File: config.mk
export PLATFORM = sky130hd
export DESIGN_NAME = scroll_sequencer_flat
export DESIGN_NICKNAME = d
export VERILOG_FILES = /design/src/rtl/scroll_sequencer_if.sv /design/src/rtl/scroll_sequencer.sv /design/src/flat_wrapper.sv
export SDC_FILE = /design/constraint.sdc
export NUM_CORES = 1
export LEC_CHECK = 0
export ABC_AREA = 1
export CORE_ASPECT_RATIO = 0.8
export CORE_MARGIN = 1.5
export CORE_UTILIZATION = 41
export CTS_CLUSTER_DIAMETER = 80
export CTS_CLUSTER_SIZE = 25
export DETAILED_ROUTE_END_ITERATION = 12
export PLACE_DENSITY = 0.59
export SLEW_MARGIN = 40
export SYNTH_ARGS = -nofsm -noshare
export SYNTH_HDL_FRONTEND = slang
export SYNTH_SLANG_ARGS = --single-unit
File: constraint.sdc
create_clock -name CLOCK_50 -period 2.9 [get_ports CLOCK_50]
set_input_delay 0.58 -clock CLOCK_50 [delete_from_list [all_inputs] [get_ports CLOCK_50]]
set_output_delay 0.58 -clock CLOCK_50 [all_outputs]
set_load 0.1 [all_outputs]
File: src/rtl/scroll_sequencer_if.sv
// Control and status bundle between the scroll sequencer and its driver
// (switches/pushbutton side as master, sequencer as slave).
interface scroll_sequencer_if;
  logic       Enable;
  logic       Start;
  logic       Dir;
  logic [1:0] Speed;
  logic       OneShot;
  logic [2:0] Position;
  logic       Step;
  logic       Busy;
  logic       Done;

  modport master (
    output Enable, Start, Dir, Speed, OneShot,
    input  Position, Step, Busy, Done
  );

  modport slave (
    input  Enable, Start, Dir, Speed, OneShot,
    output Position, Step, Busy, Done
  );
endinterface

File: src/rtl/scroll_sequencer.sv
// Rotation-position sequencer for the 8-digit scrolling HEX display:
// start/restart, pause, direction, 4 speeds and one-shot mode with completion flag.
module scroll_sequencer #(
  parameter int TICKS_PER_STEP = 50_000_000,
  parameter int NUM_POS        = 8
) (
  input  logic CLOCK_50,
  input  logic Clear,
  scroll_sequencer_if.slave bus
);

  localparam int          CW      = (TICKS_PER_STEP > 1) ? $clog2(TICKS_PER_STEP) : 1;
  localparam logic [31:0] TPS     = 32'(TICKS_PER_STEP);
  localparam logic [2:0]  POS_MAX = 3'(NUM_POS - 1);
  localparam logic [3:0]  NPOS    = 4'(NUM_POS);

  typedef enum logic [1:0] {
    S_IDLE = 2'd0,
    S_RUN  = 2'd1,
    S_DONE = 2'd2
  } state_e;

  state_e          state_q, state_d;
  logic [2:0]      pos_q, pos_d;
  logic [CW-1:0]   cnt_q, cnt_d;
  logic [3:0]      scnt_q, scnt_d;
  logic            step_q, step_d;
  logic            busy_q, done_q;
  logic            start_q;

  logic            start_edge_s;
  logic [CW-1:0]   term_s;
  logic            tick_s;
  logic [2:0]      pos_adv_s;
  logic [3:0]      scnt_inc_s;

  // Prescaler terminal value, wrap-around position step and saturating step count
  always_comb begin
    start_edge_s = bus.Start & ~start_q;
    term_s       = CW'((TPS >> bus.Speed) - 32'd1);
    tick_s       = (cnt_q >= term_s);
    if (bus.Dir) begin
      pos_adv_s = (pos_q == 3'd0) ? POS_MAX : (pos_q - 3'd1);
    end else begin
      pos_adv_s = (pos_q == POS_MAX) ? 3'd0 : (pos_q + 3'd1);
    end
    scnt_inc_s = (scnt_q >= NPOS) ? NPOS : (scnt_q + 4'd1);
  end

  // Next-state logic; a start edge always (re)initialises the scroll and wins over a tick
  always_comb begin
    state_d = state_q;
    pos_d   = pos_q;
    cnt_d   = cnt_q;
    scnt_d  = scnt_q;
    step_d  = 1'b0;
    case (state_q)
      S_IDLE, S_DONE: begin
        if (start_edge_s) begin
          state_d = S_RUN;
          pos_d   = 3'd0;
          cnt_d   = '0;
          scnt_d  = 4'd0;
        end else begin
          state_d = state_q;
        end
      end
      S_RUN: begin
        if (start_edge_s) begin
          pos_d  = 3'd0;
          cnt_d  = '0;
          scnt_d = 4'd0;
        end else if (bus.Enable && tick_s) begin
          cnt_d  = '0;
          pos_d  = pos_adv_s;
          step_d = 1'b1;
          scnt_d = scnt_inc_s;
          if (bus.OneShot && (scnt_inc_s >= NPOS)) begin
            state_d = S_DONE;
          end else begin
            state_d = S_RUN;
          end
        end else if (bus.Enable) begin
          cnt_d = cnt_q + CW'(1);
        end else begin
          cnt_d = cnt_q;
        end
      end
      default: begin
        state_d = S_IDLE;
        pos_d   = 3'd0;
        cnt_d   = '0;
        scnt_d  = 4'd0;
      end
    endcase
  end

  // State and output registers; Clear arms start_q so a held Start cannot trigger
  always_ff @(posedge CLOCK_50) begin
    if (Clear) begin
      state_q <= S_IDLE;
      pos_q   <= 3'd0;
      cnt_q   <= '0;
      scnt_q  <= 4'd0;
      step_q  <= 1'b0;
      busy_q  <= 1'b0;
      done_q  <= 1'b0;
      start_q <= 1'b1;
    end else begin
      state_q <= state_d;
      pos_q   <= pos_d;
      cnt_q   <= cnt_d;
      scnt_q  <= scnt_d;
      step_q  <= step_d;
      busy_q  <= (state_d == S_RUN);
      done_q  <= (state_d == S_DONE);
      start_q <= bus.Start;
    end
  end

  assign bus.Position = pos_q;
  assign bus.Step     = step_q;
  assign bus.Busy     = busy_q;
  assign bus.Done     = done_q;

endmodule
File: src/flat_wrapper.sv
// flat-port wrapper written by rule: the top's interface ports become plain ports
module scroll_sequencer_flat 
#(
  parameter int TICKS_PER_STEP = 50_000_000,
  parameter int NUM_POS        = 8
)
  (CLOCK_50, Clear, bus_Enable, bus_Start, bus_Dir, bus_Speed, bus_OneShot, bus_Position, bus_Step, bus_Busy, bus_Done);
  scroll_sequencer_if bus_i ();
  input  logic CLOCK_50;
  input  logic Clear;
  input wire logic [$bits(bus_i.Enable)-1:0] bus_Enable;
  input wire logic [$bits(bus_i.Start)-1:0] bus_Start;
  input wire logic [$bits(bus_i.Dir)-1:0] bus_Dir;
  input wire logic [$bits(bus_i.Speed)-1:0] bus_Speed;
  input wire logic [$bits(bus_i.OneShot)-1:0] bus_OneShot;
  output wire logic [$bits(bus_i.Position)-1:0] bus_Position;
  output wire logic [$bits(bus_i.Step)-1:0] bus_Step;
  output wire logic [$bits(bus_i.Busy)-1:0] bus_Busy;
  output wire logic [$bits(bus_i.Done)-1:0] bus_Done;
  assign bus_i.Enable = bus_Enable;
  assign bus_i.Start = bus_Start;
  assign bus_i.Dir = bus_Dir;
  assign bus_i.Speed = bus_Speed;
  assign bus_i.OneShot = bus_OneShot;
  assign bus_Position = bus_i.Position;
  assign bus_Step = bus_i.Step;
  assign bus_Busy = bus_i.Busy;
  assign bus_Done = bus_i.Done;
  scroll_sequencer #(.TICKS_PER_STEP(TICKS_PER_STEP), .NUM_POS(NUM_POS)) u_core (.CLOCK_50(CLOCK_50), .Clear(Clear), .bus(bus_i));
endmodule
==> results of run 1 <==
==> worst max-delay path, delay by kind of cell <==
family                     cells  cell delay (ns)
AOI/OAI and AO/OA              2             0.33
and+or+nand+nor                8             0.78
buffers and inverters          2             0.36
adders and majority gates      2             0.64
==> per-stage QoR <==
| stage | TNS [ns] | total power [mW] | hold slack [ns] | utilization | area [um2] |
|---|---|---|---|---|---|
| 2_1_floorplan | 0 | 0.701 | 0.455 | - | 2640 |
| 3_3_place_gp | -7.41 | 0.760 | 0.478 | 0.489 | 2970 |
| 3_5_place_dp | -8.31 | 0.763 | 0.479 | 0.489 | 2970 |
| 4_1_cts | 0 | 1.22 | 0.493 | 0.508 | 3080 |
| 5_1_grt | 0 | 1.27 | 0.540 | 0.509 | 3090 |
| 6_report | 0 | 1.20 | 0.491 | 0.509 | 3090 |
==> cells in the final DEF, fill, tap and decap left out, types with 2 or more instances in the layout <==
cell and instances:
nor2_2 9, a21oi_1 18, nand3_1 36, buf_4 23
nand2_4 4, clkdlybuf4s50_1 5, buf_12 2, dlymetal6s2s_1 2
nand2_2 5, xor2_1 19, clkbuf_8 5, xnor2_1 4
dfxtp_1 39, nor2_1 49, conb_1 3, nor2_4 2
inv_1 47, nand3_2 3, nand4_1 8, o211ai_1 2
inv_2 4, nor4_1 2, o21ai_0 4, nand2_1 68
nor3_1 6, ha_1 27
==> cells by family (layout without fill, tap and decap cells) <==
| family | after synthesis | in the layout | synth area share |
|---|---|---|---|
| AND/OR/NAND/NOR | 194 | 194 | 0.346 |
| buffers and inverters | 59 | 91 | 0.0948 |
| adder cells (fa/ha/maj) | 27 | 27 | 0.128 |
| other | 2 | 3 | 0.00284 |
| AO/OA/AOI/OAI | 27 | 27 | 0.0559 |
| flip-flops | 39 | 39 | 0.296 |
| XOR/XNOR | 23 | 23 | 0.0763 |
==> cell type report <==
type	count	area [um2]	area share
repair buffers	32	288	0.0932
clock buffers	5	68.8	0.0223
clock inverters	3	43.8	0.0142
multi-input cells	274	1610	0.522
inverters	51	191	0.0620
well taps	81	101	0.0328
flip-flops and latches	39	781	0.253
==> final timing paths <==
check | start | cells past startpoint | end
max reg2reg | u_core.cnt_q[15] | 13 | u_core.bus.Busy
min | u_core.scnt_q[3] | 2 | u_core.scnt_q[3]
min reg2reg | u_core.scnt_q[3] | 2 | u_core.scnt_q[3]
max | bus_Speed[1] | 14 | u_core.bus.Busy
==> state kept, by name (all words and copies together), names as in the netlist <==
signal / count
u_core.bus.Step: 1
u_core.scnt_q: 4
u_core.cnt_q: 26
u_core.start_q: 1
u_core.bus.Busy: 1
u_core.bus.Done: 1
u_core.bus.Position: 3
u_core.state_q: 2
==> layer usage <==
layer / track usage / wire length [um]
met1: 0.260 / 3110
met2: 0.283 / 2400
met5: 0 / 0
met3: 0.0364 / 139
met4: 0.0370 / 21
==> cell usage after synthesis <==
library cell | count | share of area
nand2_2 | 5 | 0.012
nand3b_1 | 1 | 0.0028
o21bai_1 | 1 | 0.0028
clkbuf_1 | 2 | 0.0028
nand4_1 | 8 | 0.019
a21oi_1 | 18 | 0.034
inv_1 | 47 | 0.067
dfxtp_1 | 39 | 0.30
buf_4 | 1 | 0.0028
nand2_4 | 4 | 0.017
nor2_2 | 9 | 0.021
o211ai_1 | 2 | 0.0057
nor2_4 | 2 | 0.0085
xnor2_1 | 4 | 0.013
nand2_1 | 68 | 0.097
buf_6 | 3 | 0.013
nor3_2 | 1 | 0.0038
o21ai_0 | 4 | 0.0076
o221ai_1 | 1 | 0.0033
nand3_2 | 3 | 0.011
nor2_1 | 49 | 0.070
ha_1 | 27 | 0.13
nor3_1 | 6 | 0.011
inv_2 | 4 | 0.0057
nand3_1 | 36 | 0.068
buf_2 | 2 | 0.0038
conb_1 | 2 | 0.0028
xor2_1 | 19 | 0.063
nor4_1 | 2 | 0.0047
o22ai_1 | 1 | 0.0024
==> report_power, final <==
part / internal [mW] / total (mW) / switching (mW)
combinational: 0.0725 / 0.193 / 0.120
sequential: 0.546 / 0.557 / 0.0108
clock: 0.256 / 0.453 / 0.197
==> impl_results.md, run 1 <==
* Starting Density at 0.435
* Final setup vio count at 0
* Largest net degree at the start of global routing at 14
* CP max-delay cell: ha_1
* Width of the die at 92.7 um
* Worst Path Arrival at between 2 and 3 ns
* Post-layout min period at about 2.5 ns
* Ports at 14
* Clk buf depth at 2
* Required time worst endpoint at a little over 3 ns
* Worst-path fanout max at 6
* Crit path kind: primary input to flop
* Tightest Pin Transition at between 0.7 and 0.8 ns
* Overall routing resource usage at 0.181
* Antenna Nets Post-Route at 0
* Synth Area per Inst at around 7.1 um2
* FP Rows at 25
* Routed vias at between 2000 and 2500
* Slew Limit Fails at 0
* Max Freq at 397 MHz
* GRT overflow at 0
* Ratio of final minimum period to clock period at 0.870
* Synth Instances at between 300 and 400
* Total Routed Length at between 5000 and 6000 um
* Post-synthesis sequential area ratio at 0.296
* Number of global-route vias before repair at between 2000 and 2500
* Setup Buffers After CTS at 0
* Antenna Cells at 0
* Routability cong. at approximately 0.85
* Vias per cell at roughly 4.8
* Crit-path most repeated cell: nand3_1
* CTS root buf: clkbuf_8
* Final Hold Viols at 0
* Setup WS post-layout at 0.378 ns
* Placed cell count at approximately 480
* Clock Sinks at 39
* Post-cts hold buffer count at 0
* Die ar. at just under 0.007 mm2
* Worst-path cell chain: dlymetal6s2s_1 -> nand2_1 -> ha_1 -> ha_1 -> nand3_1 -> nor2_1 -> nand2_1 -> nand3_1 -> nand3_1 -> nand3_1 -> nand2_2 -> buf_4 -> o21ai_0 -> a21oi_1
* Reg2reg setup slack at ~0.84 ns
* Synth unique cells at 30
* Port bufs at 13
* Yosys reg bits at 39
* Layout Nets at 438
* Fill cells at 610
* Worst setup EP type: flop
* Outcome: finished, final reports clean
* # resized after CTS at 0
* Routed len/inst at 11.7 um
* Pwr Density at about 400 mW/mm2
* Startpoint Class: primary input
* First-pass GRT wire length at between 9000 and 10000 um
* CTS tree: done
* Clock Skews at ~0.013 ns
* Crit path largest cell delay at between 0.3 and 0.4 ns
* Synthesized area at roughly 0.0026 mm2
* Yosys synthesis warning count at 0
* Chip Height at approximately 75 um
* DR iter-0 viols at 68
* Maximum resistive drop on vdd at between 0.2 and 0.25 mV
* Drt drc at 0
* Reg clk slew, reported paths at about 0.080 ns
* Area Overhead vs Synth at 16.9%
* CTS HTree Levels at 2
* First-pass DRT Iterations at 4
* Core Box Area at about 0.0061 mm2
* Pre-CTS setup slack at -0.303 ns
* Unrepaired setup endpoints after global routing: false
* Layout Cells excl Fill at between 400 and 500
* HPWL Detailed at 4540 um
* Leak at 1.38 nW
* Layout cells sized above 1 at 0.151
* Worst Hold Class: flop to flop
* Slew headroom at 0.501
* Initial antenna violation count at 0
* Worst skew pair latency at ~0.29 ns
* Max-Cap Viols at 0
* CTS Buf Count at 5
No activity file was read; power rests on OpenSTA's default activity.
==> inputs of run 2 (changes only) <==
clock period = 2.7 ns   (was 2.9 ns; I/O delays follow)
==> run 2 against run 1 <==
Compared with the run above:
- sequential share of layout area increased by 0.10 points
- first-iteration DRC count decreased by 18%
- highest routed layer unchanged
- clock power decreased by 3%
- cell count unchanged
- clock-buffer cell count increased by 3
==> impl_results.md, run 2 (same netlist as run 1, synthesis figures left out) <==
* Final Hold Viols at 0 (unchanged)
* Antenna Cells at 0 (unchanged)
* Cell family with most CP delay: simple AND/OR/NAND/NOR gates
* Chip Height at 74.8 um (unchanged)
* Pwr Density at 403 mW/mm2 (+3.6%)
* FP Rows at 25 (unchanged)
* Area after DPL at 0.00297 mm2 (unchanged)
* Final setup vio count at 0 (unchanged)
* Drt drc at 0 (unchanged)
* Vias per cell at 4.65 (-2.5%)
* Area occupied by multi-input gates at 0.00162 mm2 (+0.16%)
* Startpoint Class: primary input
* Clk buf depth at 2 (unchanged)
* Routability cong. at 0.813 (-4.0%)
* Slew Limit Fails at 0 (unchanged)
* Max-Cap Viols at 0 (unchanged)
* Worst-path fanout max at 10 (+4)
* Design Area, Final at 0.00307 mm2 (-0.41%)
* Leak at 1.36 nW (-1.2%)
* Ports at 14 (unchanged)
* Worst skew pair latency at 0.29 ns (about the same)
* Width of the die at 92.7 um (unchanged)
* Fill cells at 610 (unchanged)
* First-pass DRT Iterations at 4 (unchanged)
* CTS Buf Count at 5 (unchanged)
* Clock Sinks at 39 (unchanged)
* CTS root buf: clkbuf_8
* Largest net degree at the start of global routing at 19 (+5)
* Antenna Nets Post-Route at 0 (unchanged)
* Setup Buffers After CTS at 0 (unchanged)
* Reg clk slew, reported paths at 0.07 ns (about the same)
* Ratio of final minimum period to clock period at 0.906
* Slew headroom at 0.480 (-0.0214)
* CP Buf/Inv Count at 3 (+1)
* Layout Utilization at 0.507 (-0.00206)
* Crit-path most repeated cell: nand3_1
* Maximum resistive drop on vdd at 0.204 mV (-17%)
* Crit path largest cell delay at 0.32 ns (about the same)
* Overall routing resource usage at 0.173 (-0.00739)
* Area Overhead vs Synth at 16.4%
* Die ar. at 0.00693 mm2 (unchanged)
* Routed vias at 2255 (-2.5%)
* Post-cts hold buffer count at 0 (unchanged)
* Core Box Area at 0.00607 mm2 (unchanged)
* Required time worst endpoint at 2.89 ns (-0.18 ns)
* Number of global-route vias before repair at 1951 (-10%)
* GRT overflow at 0 (unchanged)
* Initial antenna violation count at 0 (unchanged)
* Port bufs at 13 (unchanged)
* Tightest Pin Transition at 0.773 ns (+0.0319 ns)
* CTS HTree Levels at 2 (unchanged)
* Crit path kind: primary input to flop
* HPWL Detailed at 4340 um (-4.5%)
* FF+latch area at 781 um2 (unchanged)
* Largest reg by FF count: u_core.cnt_q
* Worst Path Arrival at 2.63 ns (-0.06 ns)
* CTS tree: done
* First-pass GRT wire length at 9300 um (-6.1%)
* Commonest non-fill, non-tap cells in the layout: 68 x nand2_1, 48 x nor2_1, 47 x inv_1
* Layout cells sized above 1 at 0.151 (unchanged)
* Unrepaired setup endpoints after global routing: false
* CP max-delay cell: ha_1
* Max Freq at a little over 400 MHz
* Flip-flop count of the largest register after layout at 26 (unchanged)
* Most common cell after layout, fill and taps aside: nand2_1
* Worst-path cell chain: clkdlybuf4s15_1 -> nand2_1 -> ha_1 -> ha_1 -> nand2_1 -> inv_1 -> o21ai_0 -> nand3_1 -> nand3_1 -> nand3_1 -> nand2_2 -> nand2_4 -> buf_4 -> a21oi_1 -> nor2_1
* Outcome: finished, final reports clean
* Hold WS at 0.488 ns (-0.00266 ns)
* Clock Skews at 0.00573 ns (-0.00681 ns)
* DR iter-0 viols at 56 (-18%)
* Total Routed Length at 5510 um (-2.7%)
* Worst Hold Class: flop to flop
* Setup_tns at 0 ns (unchanged)
* Starting Density at 0.435 (unchanged)
* Routed len/inst at 11.4 um (-2.7%)
* Worst setup EP type: flop
* Post-layout min period at about 2.4 ns
* Layout Nets at 438 (unchanged)
-- run 2: tightest hold or removal path, delay by kind of cell (launching register included) --
kind             cells  cell delay (ns)
flip-flops           1             0.33
AND/OR/NAND/NOR      2             0.12
-- run 2: final timing paths --
kind / cells past startpoint / end / from / slack [ns]
min reg2reg: 2 / u_core.scnt_q[3] / u_core.scnt_q[3] / 0.49
max reg2reg: 14 / u_core.cnt_q[20] / u_core.cnt_q[0] / 0.71
max: 15 / u_core.scnt_q[1] / bus_Speed[1] / 0.25
min: 2 / u_core.scnt_q[3] / u_core.scnt_q[3] / 0.49
-- run 2: layout make-up --
class                   count  share of cell area
multi-input cells         274               0.525
flip-flops and latches     39               0.254
repair buffers             32              0.0928
inverters                  51              0.0623
well taps                  81              0.0330
clock buffers               8              0.0326
-- run 2: per-layer routing --
layer / vias to the layer above / global-route usage / routed length, um
li1: 1246 / - / -
met1: 985 / 0.265 / 3100
met2: 20 / 0.243 / 2220
met3: 4 / 0.0333 / 143
met4: 0 / 0.0556 / 53
met5: - / 0 / 0
-- run 2: repair_timing --
item	in CTS	in global routing
setup endpoints to repair	24	38
gates resized for setup	2	2
pin swaps	0	0
endpoints found under the hold margin	0	0
-- run 2: stage by stage --
step                setup WS [ns]  power, mW  std cells
finish                      0.255       1.24        485
global route               0.0100       1.31        485
CTS                       0.00840       1.26        485
detailed placement         -0.353      0.817        477
global placement           -0.307      0.814        477
floorplan                   0.287      0.752        372
-- run 2: report_power, final --
part	switching (mW)	total [mW]	internal (mW)	leakage (nW)
clock network	0.205	0.438	0.233	0.0515
logic	0.128	0.204	0.0761	0.995
registers	0.0117	0.598	0.586	0.316
==> inputs of run 3 (changes only) <==
--- a/config.mk
+++ b/config.mk
@@ -15,2 +15,3 @@
 export PLACE_DENSITY = 0.59
+export RECOVER_POWER = 100
 export SLEW_MARGIN = 40
--- a/constraint.sdc
+++ b/constraint.sdc
@@ -3,2 +3,2 @@
 set_output_delay 0.54 -clock CLOCK_50 [all_outputs]
-set_load 0.1 [all_outputs]
+set_load 0.02 [all_outputs]
==> run 3 against run 2 <==
Compared with the run above:
- register-to-register slack hardly changed
- flip-flop and latch count stayed put
- critical path type unchanged
- critical path depth stayed put
- die area stayed put
==> impl_results.md, run 3 (same netlist as run 1, synthesis figures left out) <==
* Core Box Area at 0.00607 mm2 (unchanged)
* First-pass DRT Iterations at 4 (unchanged)
* Reg clk slew, reported paths at 0.07 ns (about the same)
* Chip Height at 74.8 um (unchanged)
* Die ar. at 0.00693 mm2 (unchanged)
* CTS root buf: clkbuf_8
* Width of the die at 92.7 um (unchanged)
* Post-layout min period at 2.55 ns (+0.100 ns)
* Most common cell after layout, fill and taps aside: nand2_1
* Clock Sinks at 39 (unchanged)
* Worst-path cell chain: dlygate4sd2_1 -> inv_2 -> nand2_2 -> ha_1 -> ha_1 -> nand2_1 -> inv_1 -> o21ai_0 -> nand3_1 -> nand3_1 -> nand3_1 -> nand2_2 -> clkbuf_1 -> o21ai_0 -> a21oi_1
* Unrepaired setup endpoints after global routing: false
* Worst Hold Class: flop to flop
* Clk buf depth at 2 (unchanged)
* Ratio of final minimum period to clock period at 0.943 (+0.0371)
* Worst setup EP type: flop
* DR iter-0 viols at 114 (+100%)
* Final setup vio count at 0 (unchanged)
* Total Routed Length at 5510 um (about the same)
* Overall routing resource usage at 0.177 (+0.00387)
* Commonest non-fill, non-tap cells in the layout: 68 x nand2_1, 51 x nor2_1, 47 x inv_1
* Starting Density at 0.435 (unchanged)
* Routed length on met3 at 222 um (+55%)
* Power Total at 1.21 mW (-2.4%)
* Antenna Nets Post-Route at 0 (unchanged)
* Slew headroom at 0.596 (+0.116)
* CTS HTree Levels at 2 (unchanged)
* Layout cells sized above 1 at 0.120 (-0.0310)
* Routed len/inst at 11.5 um (+0.89%)
* CTS Buf Count at 5 (unchanged)
* Layout Nets at 434 (-0.91%)
* Clock Skews at 0.00628 ns (+0.000548 ns)
* Max Freq at 393 MHz (-3.9%)
* Max Used Layer: met4
* Routed vias at 2301 (+2.0%)
* Maximum resistive drop on vdd at 0.227 mV (+11%)
* Crit path largest cell delay at 0.33 ns (about the same)
* Flip-flop count of the largest register after layout at 26 (unchanged)
* Met2 wire length at 2260 um (+2.0%)
* Worst skew pair latency at 0.30 ns (about the same)
* Ports at 14 (unchanged)
* Fill cells at 609 (-0.16%)
* Setup_tns at 0 ns (unchanged)
* Largest reg by FF count: u_core.cnt_q
* Crit-path most repeated cell: nand3_1
* Max-Cap Viols at 0 (unchanged)
* Port bufs at 13 (unchanged)
* Crit path kind: primary input to flop
* Startpoint Class: primary input
* Worst-path fanout max at 5 (-5)
* HPWL Detailed at 4260 um (-1.9%)
* Area Overhead vs Synth at 14.8%
* First-pass GRT wire length at 9470 um (+1.8%)
* Tightest Pin Transition at 0.601 ns (-0.172 ns)
* Pwr Density at 399 mW/mm2 (-0.98%)
* Required time worst endpoint at 2.93 ns (+0.04 ns)
* FP Rows at 25 (unchanged)
* GRT overflow at 0 (unchanged)
* CTS tree: done
* Layout Utilization at 0.499 (-0.00722)
* Worst Path Arrival at 2.77 ns (+0.14 ns)
* Initial antenna violation count at 0 (unchanged)
* Final Hold Viols at 0 (unchanged)
* Leak at 1.33 nW (-2.1%)
* Drt drc at 0 (unchanged)
* Vias per cell at 4.78 (+2.9%)
* Largest net degree at the start of global routing at 25 (+6)
* Number of global-route vias before repair at 2021 (+3.6%)
* Antenna Cells at 0 (unchanged)
* CP max-delay cell: ha_1
* Hold WS at 0.491 ns (+0.00293 ns)
* Reg2reg setup slack at 0.70 ns (about the same)
* Met1 Wirelength at 2950 um (-4.7%)
* Slew Limit Fails at 0 (unchanged)
* Routability cong. at 0.843 (+3.7%)
* Outcome: finished, final reports clean
## run 3: changes by cell type in the layout (fill, tap and decap cells not counted), moves of 2 or more
cell	delta
nor2_1	+3
nand2_4	-2
buf_4	-10
dlygate4sd3_1	+7
nor2_2	-3
## run 3: metrics by stage
stage               setup slack (ns)  std cells  area [um2]
floorplan                      0.291        372        2640
global placement              -0.428        473        2940
detailed placement            -0.413        473        2940
CTS                            0.151        481        3050
global route                  0.0108        481        3030
finish                         0.154        481        3030
## run 3: worst max-delay path, delay by kind of cell
kind	cells	cell delay, ns
fa+ha+maj	2	0.63
buf+inv	4	0.60
compound gates	3	0.43
simple gates	6	0.56
## run 3: per-layer routing
metal / GRT usage / vias to the layer above
li1: - / 1236
met3: 0.0364 / 9
met2: 0.265 / 28
met1: 0.254 / 1028
met5: 0 / -
met4: 0.0657 / 0
## run 3: repair_timing
action	4_1_cts	5_1_grt
hold buffers	0	0
buffers inserted	0	0
cloned	0	0
gates resized for setup	3	3
setup endpoints to repair	35	10
## run 3: worst paths after layout
| kind | from | end | cells past startpoint |
|---|---|---|---|
| setup / recovery | bus_Speed[0] | u_core.state_q[0] | 15 |
| hold / removal | u_core.cnt_q[1] | u_core.cnt_q[1] | 2 |
| setup reg to reg | u_core.cnt_q[9] | u_core.state_q[0] | 11 |
| hold reg to reg | u_core.cnt_q[1] | u_core.cnt_q[1] | 2 |
## run 3: final cells by class
type,instances,area [um2],share of cell area
Clock buffer,8,100,0.0330
Inverter,51,191,0.0632
Multi-Input combinational cell,274,1610,0.532
Sequential cell,39,781,0.258
Tap cell,81,101,0.0334
Timing Repair Buffer,28,245,0.0809
## run 3: power breakdown
group          leakage [nW]  switching [mW]  internal, mW
clock network        0.0515           0.211         0.233
logic                 0.966          0.0995        0.0688
registers             0.316          0.0116         0.586
total                  1.33           0.322         0.888
